===== src/rtl/issue_ctrl_pkg.sv =====
// Shared constants and types for the issue controller.
// Contents: data/opcode widths, buffer sizing, RV32 opcode constants, the
// fetch-entry payload struct and the head-instruction classifier.
package issue_ctrl_pkg;

  localparam int unsigned DATA_WIDTH   = 32;
  localparam int unsigned OPCODE_WIDTH = 7;
  localparam int unsigned BUF_DEPTH    = 2;
  localparam int unsigned CNT_WIDTH    = 2;
  localparam int unsigned PERF_WIDTH   = 32;

  localparam logic [OPCODE_WIDTH-1:0] OPC_LOAD   = 7'b0000011;
  localparam logic [OPCODE_WIDTH-1:0] OPC_STORE  = 7'b0100011;
  localparam logic [OPCODE_WIDTH-1:0] OPC_LUI    = 7'b0110111;
  localparam logic [OPCODE_WIDTH-1:0] OPC_AUIPC  = 7'b0010111;
  localparam logic [OPCODE_WIDTH-1:0] OPC_JAL    = 7'b1101111;
  localparam logic [OPCODE_WIDTH-1:0] OPC_JALR   = 7'b1100111;
  localparam logic [OPCODE_WIDTH-1:0] OPC_BRANCH = 7'b1100011;
  localparam logic [OPCODE_WIDTH-1:0] OPC_OPIMM  = 7'b0010011;
  localparam logic [OPCODE_WIDTH-1:0] OPC_OP     = 7'b0110011;

  // One buffered fetch: instruction word plus its PC.
  typedef struct packed {
    logic [DATA_WIDTH-1:0] instr;
    logic [DATA_WIDTH-1:0] pc;
  } fetch_entry_t;

  typedef enum logic [1:0] {
    UNIT_RS  = 2'd0,
    UNIT_LSB = 2'd1,
    UNIT_ILL = 2'd2
  } unit_e;

  // Map an opcode to the execution unit that must have room for it.
  function automatic unit_e classify(input logic [OPCODE_WIDTH-1:0] opcode);
    unit_e unit;
    unit = UNIT_ILL;
    case (opcode)
      OPC_LOAD, OPC_STORE: unit = UNIT_LSB;
      OPC_LUI, OPC_AUIPC, OPC_JAL, OPC_JALR,
      OPC_BRANCH, OPC_OPIMM, OPC_OP: unit = UNIT_RS;
      default: unit = UNIT_ILL;
    endcase
    return unit;
  endfunction

endpackage


===== src/rtl/issue_buf.sv =====
// Two-entry instruction FIFO between fetch and issue.
// Ports: clk, rst_n (async active-low); push_i/entry_i write at the tail;
// pop_i retires the head; flush_i empties the buffer (wins over push/pop);
// head_o/head_valid_o expose the oldest entry; count_o is the occupancy.
module issue_buf
  import issue_ctrl_pkg::*;
(
  input  logic                 clk,
  input  logic                 rst_n,
  input  logic                 push_i,
  input  logic                 pop_i,
  input  logic                 flush_i,
  input  fetch_entry_t         entry_i,
  output fetch_entry_t         head_o,
  output logic                 head_valid_o,
  output logic [CNT_WIDTH-1:0] count_o
);

  fetch_entry_t         mem_q [BUF_DEPTH];
  logic [BUF_DEPTH-1:0] valid_q;
  // Single-bit pointers: inverting one wraps it across the two slots.
  logic                 head_q;
  logic                 tail_q;
  logic [CNT_WIDTH-1:0] count_q;
  logic [CNT_WIDTH-1:0] count_d;

  // Occupancy update; simultaneous push and pop leave it unchanged.
  always_comb begin
    count_d = count_q;
    if (push_i && !pop_i) begin
      count_d = count_q + CNT_WIDTH'(1);
    end else if (pop_i && !push_i) begin
      count_d = count_q - CNT_WIDTH'(1);
    end
  end

  // Storage and pointers. Head and tail only coincide when the buffer is
  // empty (no pop) or full (no push), so the two valid_q writes never collide.
  always_ff @(posedge clk or negedge rst_n) begin
    if (!rst_n) begin
      for (int i = 0; i < BUF_DEPTH; i++) begin
        mem_q[i] <= '0;
      end
      valid_q <= '0;
      head_q  <= 1'b0;
      tail_q  <= 1'b0;
      count_q <= '0;
    end else if (flush_i) begin
      valid_q <= '0;
      head_q  <= 1'b0;
      tail_q  <= 1'b0;
      count_q <= '0;
    end else begin
      if (push_i) begin
        mem_q[tail_q]   <= entry_i;
        valid_q[tail_q] <= 1'b1;
        tail_q          <= ~tail_q;
      end
      if (pop_i) begin
        valid_q[head_q] <= 1'b0;
        head_q          <= ~head_q;
      end
      count_q <= count_d;
    end
  end

  assign head_o       = mem_q[head_q];
  assign head_valid_o = valid_q[head_q];
  assign count_o      = count_q;

endmodule


===== src/rtl/issue_ctrl.sv =====
// In-order issue controller: buffers fetched instructions in issue_buf and
// hands the head to decode when the ROB and the target unit (RS or LSB)
// have room. Illegal opcodes are dropped without a ROB allocation.
// Ports: clk, rst (async active-low), rdy (global enable);
//   in_fetch_valid/in_fetch_instr/in_fetch_pc + out_fetch_ready: fetch handshake;
//   in_rob_full/in_rs_full/in_lsb_full: back-pressure; in_rollback: flush;
//   out_dec_instr/out_dec_pc/out_rob_alloc: issue to decode; out_stall.
// Optional macro ISSUE_PERF_CNT_EN adds out_perf_issued and out_perf_stall.
module issue_ctrl
  import issue_ctrl_pkg::*;
(
  input  logic                  clk,
  input  logic                  rst,
  input  logic                  rdy,
  input  logic                  in_fetch_valid,
  input  logic [DATA_WIDTH-1:0] in_fetch_instr,
  input  logic [DATA_WIDTH-1:0] in_fetch_pc,
  output logic                  out_fetch_ready,
  input  logic                  in_rob_full,
  input  logic                  in_rs_full,
  input  logic                  in_lsb_full,
  input  logic                  in_rollback,
  output logic [DATA_WIDTH-1:0] out_dec_instr,
  output logic [DATA_WIDTH-1:0] out_dec_pc,
  output logic                  out_rob_alloc,
  output logic                  out_stall
`ifdef ISSUE_PERF_CNT_EN
  ,
  output logic [PERF_WIDTH-1:0] out_perf_issued,
  output logic [PERF_WIDTH-1:0] out_perf_stall
`endif
);

  typedef enum logic [1:0] {
    ST_RUN   = 2'd0,
    ST_STALL = 2'd1,
    ST_FLUSH = 2'd2
  } state_e;

  state_e               state_q;
  state_e               state_d;
  fetch_entry_t         head;
  fetch_entry_t         fetch_entry;
  logic                 head_valid;
  logic [CNT_WIDTH-1:0] count;
  unit_e                head_unit;
  logic                 unit_full;
  logic                 head_legal;
  logic                 active;
  logic                 blocked;
  logic                 issue;
  logic                 pop;
  logic                 push;
  logic                 flush;

  assign fetch_entry = '{instr: in_fetch_instr, pc: in_fetch_pc};

  issue_buf u_buf (
    .clk          (clk),
    .rst_n        (rst),
    .push_i       (push),
    .pop_i        (pop),
    .flush_i      (flush),
    .entry_i      (fetch_entry),
    .head_o       (head),
    .head_valid_o (head_valid),
    .count_o      (count)
  );

  // Head classification and issue decision.
  always_comb begin
    head_unit  = classify(head.instr[OPCODE_WIDTH-1:0]);
    head_legal = (head_unit != UNIT_ILL);
    unit_full  = (head_unit == UNIT_LSB) ? in_lsb_full : in_rs_full;
    // Reset gating keeps every output quiet while rst is held low.
    active     = rst && rdy && !in_rollback;
    blocked    = head_valid && head_legal && (in_rob_full || unit_full);
    issue      = active && head_valid && head_legal && !in_rob_full && !unit_full;
    // Illegal heads leave the buffer regardless of back-pressure.
    pop        = issue || (active && head_valid && !head_legal);
    out_fetch_ready = active && (count < CNT_WIDTH'(BUF_DEPTH)) && (state_q == ST_RUN);
    push       = in_fetch_valid && out_fetch_ready;
    flush      = rdy && in_rollback;
  end

  // Decode-facing outputs: a NOP whenever nothing is issued.
  always_comb begin
    out_rob_alloc = issue;
    out_dec_instr = issue ? head.instr : '0;
    out_dec_pc    = issue ? head.pc : '0;
  end

  // Next-state logic; rdy low freezes the FSM.
  always_comb begin
    state_d = state_q;
    if (rdy) begin
      if (in_rollback) begin
        state_d = ST_FLUSH;
      end else if (state_q == ST_FLUSH) begin
        state_d = ST_RUN;
      end else if (blocked) begin
        state_d = ST_STALL;
      end else begin
        state_d = ST_RUN;
      end
    end
  end

  // State register.
  always_ff @(posedge clk or negedge rst) begin
    if (!rst) begin
      state_q <= ST_RUN;
    end else begin
      state_q <= state_d;
    end
  end

  assign out_stall = (state_q == ST_STALL);

`ifdef ISSUE_PERF_CNT_EN
  logic [PERF_WIDTH-1:0] perf_issued_q;
  logic [PERF_WIDTH-1:0] perf_stall_q;

  // Free-running event counters, wrapping naturally at full width.
  always_ff @(posedge clk or negedge rst) begin
    if (!rst) begin
      perf_issued_q <= '0;
      perf_stall_q  <= '0;
    end else if (rdy) begin
      if (issue) begin
        perf_issued_q <= perf_issued_q + PERF_WIDTH'(1);
      end
      if (state_q == ST_STALL) begin
        perf_stall_q <= perf_stall_q + PERF_WIDTH'(1);
      end
    end
  end

  assign out_perf_issued = perf_issued_q;
  assign out_perf_stall  = perf_stall_q;
`endif

endmodule


===== config.mk =====
export PLATFORM = sky130hd
export DESIGN_NAME = issue_ctrl
export DESIGN_NICKNAME = d
export VERILOG_FILES = /design/src/rtl/issue_ctrl_pkg.sv /design/src/rtl/issue_buf.sv /design/src/rtl/issue_ctrl.sv
export SDC_FILE = /design/constraint.sdc
export NUM_CORES = 1
export LEC_CHECK = 0
export BUFFER_PORTS_ARGS = -buffer_cell sky130_fd_sc_hd__buf_2
export CAP_MARGIN = 15
export CELL_PAD_IN_SITES_DETAIL_PLACEMENT = 1
export CELL_PAD_IN_SITES_GLOBAL_PLACEMENT = 2
export CORE_ASPECT_RATIO = 1.4
export CORE_MARGIN = 5
export CORE_UTILIZATION = 37
export CTS_CLUSTER_SIZE = 20
export DETAILED_ROUTE_END_ITERATION = 10
export PLACE_DENSITY_LB_ADDON = 0.1
export SLEW_MARGIN = 20
export SYNTH_ARGS = -nofsm -noshare
export SYNTH_HDL_FRONTEND = slang
export SYNTH_HIERARCHICAL = 1
export SYNTH_SLANG_ARGS = --single-unit

===== constraint.sdc =====
create_clock -name clk -period 3.2 [get_ports clk]
set_input_delay 0.64 -clock clk [delete_from_list [all_inputs] [get_ports clk]]
set_output_delay 0.64 -clock clk [all_outputs]
set_load 0.05 [all_outputs]

# Word level (Yosys, flattened, before mapping)
# Cells that the tools add are included.
[totals]
romBits = 0
memories = 0
register_bits = 136
in_bits = 72
latch_bits = 0
output_inout_bits = 67
wordCells = 103
ramBits = 0
[classes]
n_shift = 0
order_cmp = 8
muxes = 30
n_div = 0
n_eq_ne = 13
mul = 0
add_sub_neg = 2
reduce_logical = 33
bitwise = 8
[ops]
columns = ["op", "n"]
rows = [
  ["2-to-1 mux 64 bit", 4],
  ["bitwise mux 128 bit", 1],
  ["demux 64 bit (select 1 bit)", 1],
  ["2-to-1 mux 32 bit", 2],
  ["== test 7 x 6 -> 1 bit, second input constant", 3],
  ["== test 7 bit, second input constant", 3],
  ["logical AND 1 bit", 18],
  ["2-to-1 mux 2 bit", 8],
  ["== test 7 x 5 -> 1 bit, second input constant", 2],
  ["2-to-1 mux 1 bit", 11],
  ["== test 7 x 2 -> 1 bit, second input constant", 1],
  ["OR reduction 7 bit", 1],
  ["zero test 1 bit", 6],
  ["== test 2 x 1 -> 1 bit, second input constant", 2],
  [">= comparator 2 bit, second input constant", 2],
  ["< comparator 1 x 2 -> 1 bit, second input constant", 2],
  ["NOT 1 -> 2 bit", 2],
  ["case mux 2 bit (2 select lines)", 1],
  ["nonzero test 2 bit", 2],
  ["NOT 1 bit", 3],
  ["nonzero test 3 bit", 1],
  ["adder 2 x 1 -> 2 bit, second input constant", 1],
  ["bitwise AND 2 bit", 1],
  ["demux 1 bit (select 1 bit)", 2],
  ["other kinds (12)", 14],
]

# Logic depth before layout (Yosys ltp)
# Gate-level depths: netlist of run 1.
[logic_depth]
depth_word = 16
depth_mapped = 11
ltp_nobuf = 8

# Modules after synthesis
# The synthesis of run 1 kept the hierarchy.
[modules_own_cells]
columns = ["module", "area_per_inst_um2", "seq_area_each_um2", "cells_per_inst", "n_inst"]
rows = [
  ["issue_buf", 6396.1, 3353.2, 371, 1],
  ["issue_ctrl", 842.1, 50.0, 167, 1],
]

# Least setup slack after synthesis of run 1
# OpenSTA, ideal clock, no wires.
[synth_timing]
path_kind = "register -> output"
startpoint = "reg u_buf.head_q"
endpoint = "out out_dec_pc[24]"
arrival_ps = 2895
required_ps = 2560
n_path_buf = 4
stages_incl_launch_ff = 10
setup_slack_ps = -335
cell_sequence = "dfrtp_1 -> buf_2 -> buf_2 -> mux2_2 -> nor4_1 -> nand3_1 -> mux2i_1 -> buf_4 -> buf_6 -> nor3_1"
[synth_lines]
columns = ["item", "line", "rtl"]
rows = [
  ["start, declared", "issue_buf.sv:22", "logic head_q;"],
  ["start signal, assigned", "issue_buf.sv:61", "head_q <= ~head_q;"],
  ["end, declared", "issue_ctrl.sv:24", "output logic [DATA_WIDTH-1:0] out_dec_pc,"],
]

==> metrics.md, run 1 <==
| Metric | Value |
|---|---|
| Fin util | `0.5217` |
| FMAX | `306.4 MHz` |
| Clk_lat worst skew | `~0.42 ns` |
| Violated checks | `negative setup slack` |
| Share of cells above drive strength 1 | `0.6638` |
| H-tree Lvls | `4` |
| Dpl hpwl | `12,280 um` |
| Placed Area | `8334 um^2` |
| Slew @ Worst Pin | `0.7425 ns` |
| Unrepaired setup endpoints after global routing | `yes` |
| Crit path time final | `approximately 3.3 ns` |
| Cells after DPL | `roughly 900` |
| Via count | `4,668` |
| Die height | `175.5 um` |
| Post-synthesis sequential area ratio | `0.4702` |
| Worst-path cell chain | `mux2_4 > nor4_4 > nand3_2 > mux2i_4 > buf_12 > buf_12 > nor3_2 > buf_6` |
| Nets@finish | `758` |
| Critical path capture point type | `output port` |
| Final Skew | `0.006142 ns` |
| Mapped Area | `between 7000 and 8000 um^2` |
| First drt pass iteration count | `4` |
| Critical path's slowest cell | `dfrtp_2` |
| CTS Buf Count | `17` |
| Post-synth ARST share | `1.000` |
| Initial antenna violation count | `0` |
| Core box area | `19,220 um^2` |
| Critical path arrival | `roughly 2.6 ns` |
| Setup CP Type | `reg2out` |
| Crit Path Max Fanout | `17` |
| Die area | `22,500 um^2` |
| CP dominant cell by count | `buf_12` |
| Worst reg2reg path depth | `10` |
| Post-CTS Hold Buffers | `0` |
| Worst R2R Start | `u_buf/head_q` |
| Commonest non-fill, non-tap cell in the layout | `dfrtp_1` |
| DRT antenna net count | `0` |
| Max cap viols | `0` |
| Cell count after synthesis | `538` |
| First-pass GRT wire length | `29,640 um` |
| Setup ws final | `-0.06396 ns` |
| Pwr per Cell Area | `around 580 nW/um^2` |
| Worst path max stage delay | `roughly 0.46 ns` |
| Vias in the first global route | `5,516` |
| R2R setup slack | `0.40 ns` |
| Layout area overhead | `38.51%` |
| Fin. max-slew vios | `0` |
| Die width | `128.2 um` |
| Fin area | `10,030 um^2` |
| Clock Pin Slew Worst Setup and Hold Paths | `0.06 ns` |
| Routed wire per std cell | `20.47 um` |
| Largest net degree at the start of global routing | `134` |
| Syn. warnings | `6` |
| Setup violation total in the final timing report | `60` |
| CTS tree | `done` |
| 1st-iter DRT viols | `101` |
| Final hold violations | `0` |
| Mapped Nets | `610` |
| Clk buf depth | `2` |
| Critical path required time | `2.56 ns` |
| GRT Resource Usage Total | `0.1686` |
| Commonest non-fill, non-tap cells in the layout | `dfrtp_1 (135), mux2_4 (122), buf_2 (72)` |
| Synth unique cells | `35` |
| Top_reg_cell synth | `dfrtp_1` |
| Via density | `4.924` |
| Num rows | `60` |
| Rel. slew slack | `0.5050` |
| Dpl ws | `about 0.11 ns` |
| EDFF count, synth | `0` |
| I/O pin total | `~140` |
| Final Instance Count excl. Fillers | `between 900 and 1,000` |
| Starting density of the core | `0.3766` |
| Period utilisation layout | `1.020` |
| R2R Path End | `u_buf/count_o[1]` |
| Outcome | `complete, but fails checks` |
| Hold Crit Class | `in2async` |
| Startpoint Class | `flip-flop` |
| Root buf cell | `clkbuf_16` |
| Global route total overflow | `0` |
| DRC violations left | `0` |
| GPL Wtd Cong | `0.7524` |
| Clock sink count | `136` |
| Mean Syn Cell Area | `13.45 um^2` |
| #FFs+latches synth | `between 100 and 150` |
| Post-Route WL | `19,400 um` |
| Pleak | `5.000 nW` |
| Port buffer count | `between 100 and 150` |
| Worst vdd ir | `~0.37 mV` |
state kept, by name, summed over array words and instances, names as in the netlist:
| signal | cells |
|---|---|
| u_buf/count_o | 2 |
| u_buf/head_q | 1 |
| u_buf/valid_q | 2 |
| state_q | 2 |
| u_buf/tail_q | 1 |
| u_buf/mem_q | 128 |
stage by stage:
stage               hold slack [ns]  power, mW  TNS (ns)
finish                      0.02614      5.772    -2.311
floorplan                    0.3444      3.046    -11.42
detailed placement           0.4623      3.338         0
global route               0.002643      6.045    -8.560
global placement             0.4597      3.289         0
CTS                        0.007821      5.736    -2.826
cell usage after synthesis, types with 2 or more instances:
library cell  instances  area, um^2
dfrtp_1             136        3403
mux2_4              120        1802
mux2_2               73       822.0
inv_1                64       240.2
nor3_1               64       320.3
buf_6                13       146.4
buf_2                12       60.06
nor2_1               10       37.54
buf_12                6       120.1
clkbuf_1              6       22.52
a21oi_1               3       15.01
nor2b_1               3       18.77
nor3b_1               3       22.52
xnor2_1               3       26.28
and2_1                2       12.51
power breakdown:
group / switching [mW] / internal [mW] / leakage [nW]
registers: 0.184 / 2.04 / 1.78
clock network: 0.748 / 1.58 / 0.337
logic: 0.510 / 0.709 / 2.89
total: 1.44 / 4.33 / 5.00
logic make-up (layout without fill, tap and decap cells):
logic type	count (synthesis)	in the layout	share of synthesized area
xor+xnor	4	4	0.004841
compound gates	10	10	0.009163
mux	194	194	0.3639
other cells	0	1	0
buf+inv	102	263	0.08246
simple gates	92	92	0.06949
flops	136	136	0.4702
area by class of cell:
cell class	count	area, um^2
timing repair buffer	167	1579
sequential	136	3405
multi-input combinational	300	3789
inverter	64	240.2
clock inverter	12	244.0
tap	248	310.3
fill	1919	9193
clock buffer	20	456.7
antenna	1	2.502
per-layer routing:
| layer | up-vias | share of wire | global-route usage |
|---|---|---|---|
| met2 | 106 | 0.52 | 0.2943 |
| met3 | 25 | 0.042 | 0.03864 |
| li1 | 2130 | - | - |
| met1 | 2407 | 0.42 | 0.2035 |
| met5 | - | 0 | 0 |
| met4 | 0 | 0.017 | 0.05487 |
critical path: cells and delay by family (launching register included):
| family | cells | cell delay (ns) |
|---|---|---|
| buf+inv | 3 | 0.51 |
| simple gates | 3 | 0.64 |
| mux | 2 | 0.56 |
| flops | 1 | 0.46 |
worst max-delay path by stage:
stage / slack (ns) / start / cells past startpoint / end
after detailed placement: 0.11 / u_buf/head_q / 8 / out_dec_pc[7]
after global placement: 0.13 / u_buf/head_q / 8 / out_dec_pc[7]
final: -0.06 / u_buf/head_q / 8 / out_dec_pc[3]
after CTS: -0.1 / u_buf/head_q / 7 / out_dec_pc[5]
after global routing: -0.17 / u_buf/head_q / 8 / out_dec_pc[21]
after floorplan: -0.33 / u_buf/head_q / 9 / out_dec_pc[24]
repair_timing:
| action | in CTS | in global routing |
|---|---|---|
| setup endpoints to repair | 65 | 65 |
| pin swaps | 1 | 9 |
| gates cloned | 0 | 5 |
| buffers inserted | 2 | 1 |
| resized for setup | 116 | 96 |
Power figures use the tool's default switching activity.
==> run 2: changes to the inputs <==
- TNS_END_PERCENT: unset -> 30
==> metrics.md, run 2 (synthesis gave the netlist of run 1 again) <==
| Metric | Value |
|---|---|
| Dpl hpwl | `12,170 um (-0.91%)` |
| Outcome | `complete, but fails checks` |
| R2R setup slack | `0.33 ns (-0.07 ns)` |
| Fin util | `0.4875 (-0.03418)` |
| Num rows | `60 (unchanged)` |
| Global route total overflow | `0 (unchanged)` |
| Final hold violations | `0 (unchanged)` |
| Share of cells above drive strength 1 | `0.6368 (-0.02705)` |
| Clock Pin Slew Worst Setup and Hold Paths | `0.06 ns (about the same)` |
| GRT Resource Usage Total | `0.1624 (-0.006130)` |
| Min Hold Slack | `0.4702 ns (+0.4441 ns)` |
| Net switching power | `1.352 mW (-6.2%)` |
| Setup CP Type | `reg2out` |
| Critical path required time | `2.56 ns (about the same)` |
| R2R Path End | `u_buf/count_o[1]` |
| Crit path to | `out_dec_instr[15]` |
| Fin. max-slew vios | `0 (unchanged)` |
| Slew @ Worst Pin | `0.8070 ns (+0.06445 ns)` |
| Critical Path Source | `u_buf/head_q` |
| Root buf cell | `clkbuf_16` |
| Clock power frac | `0.377 (-0.027)` |
| CTS tree | `done` |
| Post-Route WL | `18,040 um (-7.0%)` |
| Setup ws final | `-0.07821 ns (-0.01425 ns)` |
| Pwr per Cell Area | `572.2 nW/um^2 (-0.62%)` |
| Core box area | `19,220 um^2 (unchanged)` |
| DRT antenna net count | `0 (unchanged)` |
| Port buffer count | `138 (unchanged)` |
| Worst vdd ir | `0.3365 mV (-8.6%)` |
| Rel. slew slack | `0.4620 (-0.04296)` |
| Die width | `128.2 um (unchanged)` |
| Startpoint Class | `flip-flop` |
| First drt pass iteration count | `4 (unchanged)` |
| Starting density of the core | `0.3766 (unchanged)` |
| Critical path arrival | `2.64 ns (+0.02 ns)` |
| Crit Path Max Fanout | `35 (+18)` |
| Sw frac | `0.2523 (+0.002516)` |
| I/O pin total | `139 (unchanged)` |
| Clk buf depth | `2 (unchanged)` |
| Via density | `4.912 (-0.25%)` |
| Logic gate share of total power | `0.209 (-0.002)` |
| Initial antenna violation count | `1 (+1)` |
| Setup violation total in the final timing report | `63 (+5.0%)` |
| Critical path capture point type | `output port` |
| Worst R2R Start | `u_buf/head_q` |
| Crit path time final | `3.278 ns (+0.01425 ns)` |
| 1st-iter DRT viols | `179 (+77%)` |
| FMAX | `305.0 MHz (-0.43%)` |
| Final Skew | `0.008137 ns (+0.001995 ns)` |
| Worst-path cell chain | `mux2_2 > nor4_4 > nand3_2 > mux2i_4 > buf_12 > nor3_1 > buf_4` |
| Worst path max stage delay | `0.46 ns (about the same)` |
| Commonest non-fill, non-tap cell in the layout | `dfrtp_1` |
| Clk_lat worst skew | `0.42 ns (about the same)` |
| Worst path bufs/invs | `2 (-1)` |
| Period utilisation layout | `1.024 (+0.004454)` |
| H-tree Lvls | `4 (unchanged)` |
| Nets@finish | `750 (-1.1%)` |
| Seq pwr share | `0.413 (+0.028)` |
| Largest net degree at the start of global routing | `76 (-43%)` |
| Unrepaired setup endpoints after global routing | `yes` |
| Routed wire per std cell | `19.19 um (-6.2%)` |
| Vias in the first global route | `5,318 (-3.6%)` |
| Layout area overhead | `29.44%` |
| First-pass GRT wire length | `28,750 um (-3.0%)` |
| CP top delay family | `simple AND/OR/NAND/NOR gates` |
| Violated checks | `negative setup slack` |
| Pint | `4.009 mW (-7.4%)` |
| Hold Crit Class | `in2reg` |
| Die area | `22,500 um^2 (unchanged)` |
| Pleak | `4.636 nW (-7.3%)` |
| Largest register FFs | `128 (unchanged)` |
| GPL Wtd Cong | `0.7299 (-3.0%)` |
| Critical path's slowest cell | `dfrtp_4` |
| CTS Buf Count | `17 (unchanged)` |
| Clock sink count | `136 (unchanged)` |
| Via count | `4,617 (-1.1%)` |
| Max cap viols | `0 (unchanged)` |
| Die height | `175.5 um (unchanged)` |
| Worst reg2reg path depth | `10 (unchanged)` |
| DRC violations left | `0 (unchanged)` |
| Critical path depth in cells | `7 (-1)` |
| Top reg by flops | `u_buf/mem_q` |
| Commonest non-fill, non-tap cells in the layout | `dfrtp_1 (135), mux2_4 (120), buf_2 (75)` |
-- run 2: power by group through the flow --
stage,Combinational (mW),Clock (mW),Sequential (mW)
2_1_floorplan,0.847,0,2.18
3_3_place_gp,1.04,0,2.22
3_5_place_dp,1.06,0,2.24
4_1_cts,1.10,2.09,2.22
5_1_grt,1.23,2.17,2.25
6_report,1.12,2.02,2.22
-- run 2: worst min-delay path by stage --
stage / startpoint / to / cells after the start
after floorplan: rst / state_q[0] / 0
after global placement: rst / state_q[0] / 1
after detailed placement: rst / state_q[0] / 1
after CTS: in_fetch_pc[20] / u_buf/mem_q[20] / 2
after global routing: in_fetch_pc[18] / u_buf/mem_q[82] / 2
final: in_fetch_pc[18] / u_buf/mem_q[82] / 2
-- run 2: final cells by class --
| type | instances | area, um^2 |
|---|---|---|
| Antenna cell | 1 | 2.502 |
| Clock inverter | 12 | 147.6 |
| Multi-Input combinational cell | 300 | 3533 |
| Inverter | 64 | 240.2 |
| Tap cell | 248 | 310.3 |
| Clock buffer | 20 | 466.7 |
| Timing Repair Buffer | 159 | 1261 |
| Sequential cell | 136 | 3407 |
| Fill cell | 1985 | 9849 |
-- run 2: repair_timing --
action | CTS | global route
setup endpoints to repair | 65 | 65
pin swaps | 1 | 1
gates resized for setup | 98 | 52
gates cloned | 0 | 1
hold endpoints to repair | 1 | 0
buffers inserted | 2 | 1
hold buffers | 1 | 0
-- run 2: stage by stage --
step	setup WS [ns]	total power [mW]	setup TNS, ns	instance area [um^2]	cells
after CTS	-0.1369	5.408	-7.023	9087	937
final	-0.07821	5.361	-1.955	9369	940
after detailed placement	0.08591	3.303	0	8132	902
after global placement	0.1900	3.262	0	8132	902
after global routing	-0.1772	5.648	-9.351	9369	940
after floorplan	-0.3349	3.025	-16.97	7238	538
-- run 2: layer usage --
layer  vias to the layer above  track usage  part of all wire
li1                       2114            -                 -
met1                      2371       0.1898              0.41
met2                       111       0.2893              0.53
met3                        21      0.03772             0.045
met4                         0      0.05487             0.015
met5                         -            0                 0
==> run 3: changes to the inputs <==
- GPL_TIMING_DRIVEN: unset -> 1
- TNS_END_PERCENT: 30 -> 5
- clock period: 3.2 -> 3.6 ns (I/O delays scaled with it)
==> metrics.md, run 3 (synthesis gave the netlist of run 1 again) <==
| Metric | Value |
|---|---|
| Worst path max stage delay | `0.50 ns (+0.04 ns)` |
| Pint | `3.397 mW (-15%)` |
| Net switching power | `1.169 mW (-14%)` |
| Routed wire per std cell | `19.03 um (-0.84%)` |
| Fin. max-slew vios | `0 (unchanged)` |
| Pwr per Cell Area | `523.6 nW/um^2 (-8.5%)` |
| H-tree Lvls | `4 (unchanged)` |
| Critical path arrival | `2.73 ns (+0.09 ns)` |
| Ant. Diodes | `0 (-1)` |
| Logic gate share of total power | `0.206 (-0.003)` |
| Critical path's slowest cell | `dfrtp_4` |
| Worst reg2reg path depth | `9 (-1)` |
| Crit Path Max Fanout | `32 (-8.6%)` |
| Startpoint Class | `flip-flop` |
| Largest net degree at the start of global routing | `136 (+79%)` |
| Sw frac | `0.2560 (+0.003710)` |
| Hold Crit Class | `in2async` |
| Core box area | `19,220 um^2 (unchanged)` |
| Seq. cell area | `3407 um^2 (unchanged)` |
| Largest register FFs | `128 (unchanged)` |
| Layout area overhead | `20.45%` |
| Setup violation total in the final timing report | `0 (-100%)` |
| Filler cells | `2,076 (+4.6%)` |
| Period utilisation layout | `0.9574` |
| Worst R2R Start | `u_buf/head_q` |
| Clk_lat worst skew | `0.42 ns (about the same)` |
| Commonest non-fill, non-tap cells in the layout | `dfrtp_1 (135), buf_2 (120), mux2_4 (120)` |
| Initial antenna violation count | `0 (-1)` |
| Dpl ws | `0.4247 ns (+0.3387 ns)` |
| Clock power frac | `0.362 (-0.015)` |
| Setup CP Type | `reg2out` |
| I/O pin total | `139 (unchanged)` |
| Dpl hpwl | `11,930 um (-1.9%)` |
| Critical Path Source | `u_buf/head_q` |
| Unrepaired setup endpoints after global routing | `yes` |
| DRT antenna net count | `0 (unchanged)` |
| Via count | `4,570 (-1.0%)` |
| Nets@finish | `743 (-0.93%)` |
| CTS Buf Count | `17 (unchanged)` |
| Clk buf depth | `2 (unchanged)` |
| Critical path depth in cells | `7 (unchanged)` |
| Port buffer count | `138 (unchanged)` |
| Fin area | `8718 um^2 (-6.9%)` |
| Critical path capture point type | `output port` |
| Num rows | `60 (unchanged)` |
| R2R setup slack | `0.75 ns (+0.42 ns)` |
| Root buf cell | `clkbuf_16` |
| Cells after DPL | `899 (-0.33%)` |
| 1st-iter DRT viols | `145 (-19%)` |
| Via density | `4.903 (-0.17%)` |
| Vias in the first global route | `5,279 (-0.73%)` |
| Min Hold Slack | `0.09526 ns (-0.3750 ns)` |
| Clock Pin Slew Worst Setup and Hold Paths | `0.05 ns (about the same)` |
| Top reg by flops | `u_buf/mem_q` |
| Pwr Total | `4.565 mW (-15%)` |
| First-pass GRT wire length | `28,680 um (-0.26%)` |
| Max cap viols | `0 (unchanged)` |
| Worst-path cell chain | `mux2_2 > nor4_1 > nand3_1 > mux2i_4 > buf_4 > nor3_1 > clkbuf_4` |
| Worst vdd ir | `0.3155 mV (-6.2%)` |
| GRT Resource Usage Total | `0.1622 (-0.0002627)` |
| GPL Wtd Cong | `0.7405 (+1.5%)` |
| R2R Path End | `u_buf/count_o[1]` |
| Crit path to | `out_dec_pc[23]` |
| Rel. slew slack | `0.4896 (+0.02760)` |
| Worst path bufs/invs | `2 (unchanged)` |
| Clock sink count | `136 (unchanged)` |
| Final hold violations | `0 (unchanged)` |
| First drt pass iteration count | `4 (unchanged)` |
| Die width | `128.2 um (unchanged)` |
| Share of cells above drive strength 1 | `0.5556 (-0.08120)` |
| CTS tree | `done` |
| Die area | `22,500 um^2 (unchanged)` |
| Fin util | `0.4536 (-0.03385)` |
| Post-Route WL | `17,740 um (-1.7%)` |
| Final Skew | `0.01049 ns (+0.002348 ns)` |
| Die height | `175.5 um (unchanged)` |
| Setup_tns | `0 ns (+1.955 ns)` |
| CP top delay family | `simple AND/OR/NAND/NOR gates` |
| FMAX | `290.1 MHz` |
| Slew @ Worst Pin | `0.7656 ns (-0.04140 ns)` |
| Setup ws final | `0.1534 ns (+0.2316 ns)` |
| Pleak | `4.499 nW (-3.0%)` |
| Area of the multi-input gates | `3257 um^2 (-7.8%)` |
| Final Instance Count excl. Fillers | `932 (-0.85%)` |
| Commonest non-fill, non-tap cell in the layout | `dfrtp_1` |
| Seq pwr share | `0.432 (+0.019)` |
| Critical path required time | `2.88 ns (+0.32 ns)` |
| Crit path time final | `3.447 ns` |
| Global route total overflow | `0 (unchanged)` |
| Placed Area | `8109 um^2 (-0.28%)` |
| Starting density of the core | `0.3766 (unchanged)` |
| Outcome | `completed` |
| DRC violations left | `0 (unchanged)` |
## run 3: cell count changes in the layout (fill, tap and decap cells not counted), moves of 9 or more
cell      previous run  this run
nor3_2              49         0
nor3_1              14        64
buf_4               38        14
clkbuf_4             0         9
buf_6               36         1
buf_2               75       120
## run 3: timing repair
| action | 4_1_cts | 5_1_grt |
|---|---|---|
| resized for setup | 6 | 13 |
| endpoints found under the setup margin | 6 | 53 |
| hold buffers | 0 | 0 |
| hold endpoints to repair | 0 | 0 |
| setup buffers | 0 | 1 |
| cloned | 0 | 0 |
## run 3: layer usage
layer,track usage,wire (um)
met3,0.04320,855
met5,0,0
met2,0.2800,9011
met4,0.05133,297
met1,0.1953,7575
## run 3: final cells by class
type | count | area share
Clock inverter | 11 | 0.01134
Tap cell | 248 | 0.03559
Timing Repair Buffer | 152 | 0.1084
Clock buffer | 21 | 0.05281
Multi-Input combinational cell | 300 | 0.3736
Inverter | 64 | 0.02755
Sequential cell | 136 | 0.3908
## run 3: power groups by stage
stage | registers, mW | clock network [mW] | logic, mW
6_report | 1.97 | 1.65 | 0.939
3_3_place_gp | 1.97 | 0 | 0.928
4_1_cts | 1.98 | 1.71 | 0.956
3_5_place_dp | 2.00 | 0 | 0.949
5_1_grt | 2.01 | 1.78 | 1.03
2_1_floorplan | 1.94 | 0 | 0.753
## run 3: worst register-to-register path, stage by stage (launching register included)
cell and delay (ns):
dfrtp_4 0.50, mux2_2 0.32, nor4_1 0.28, nand3_1 0.19, mux2i_4 0.25, buf_12 0.20, a21boi_1 0.42, and3b_2 0.27
o21ai_0 0.15, nor3b_1 0.19
## run 3: worst min path at each step
stage	from	endpoint
after floorplan	rst	state_q[0]
after global placement	u_buf/mem_q[0]	u_buf/mem_q[0]
after detailed placement	u_buf/mem_q[30]	u_buf/mem_q[30]
after CTS	rst	state_q[0]
after global routing	rst	state_q[0]
final	rst	state_q[0]
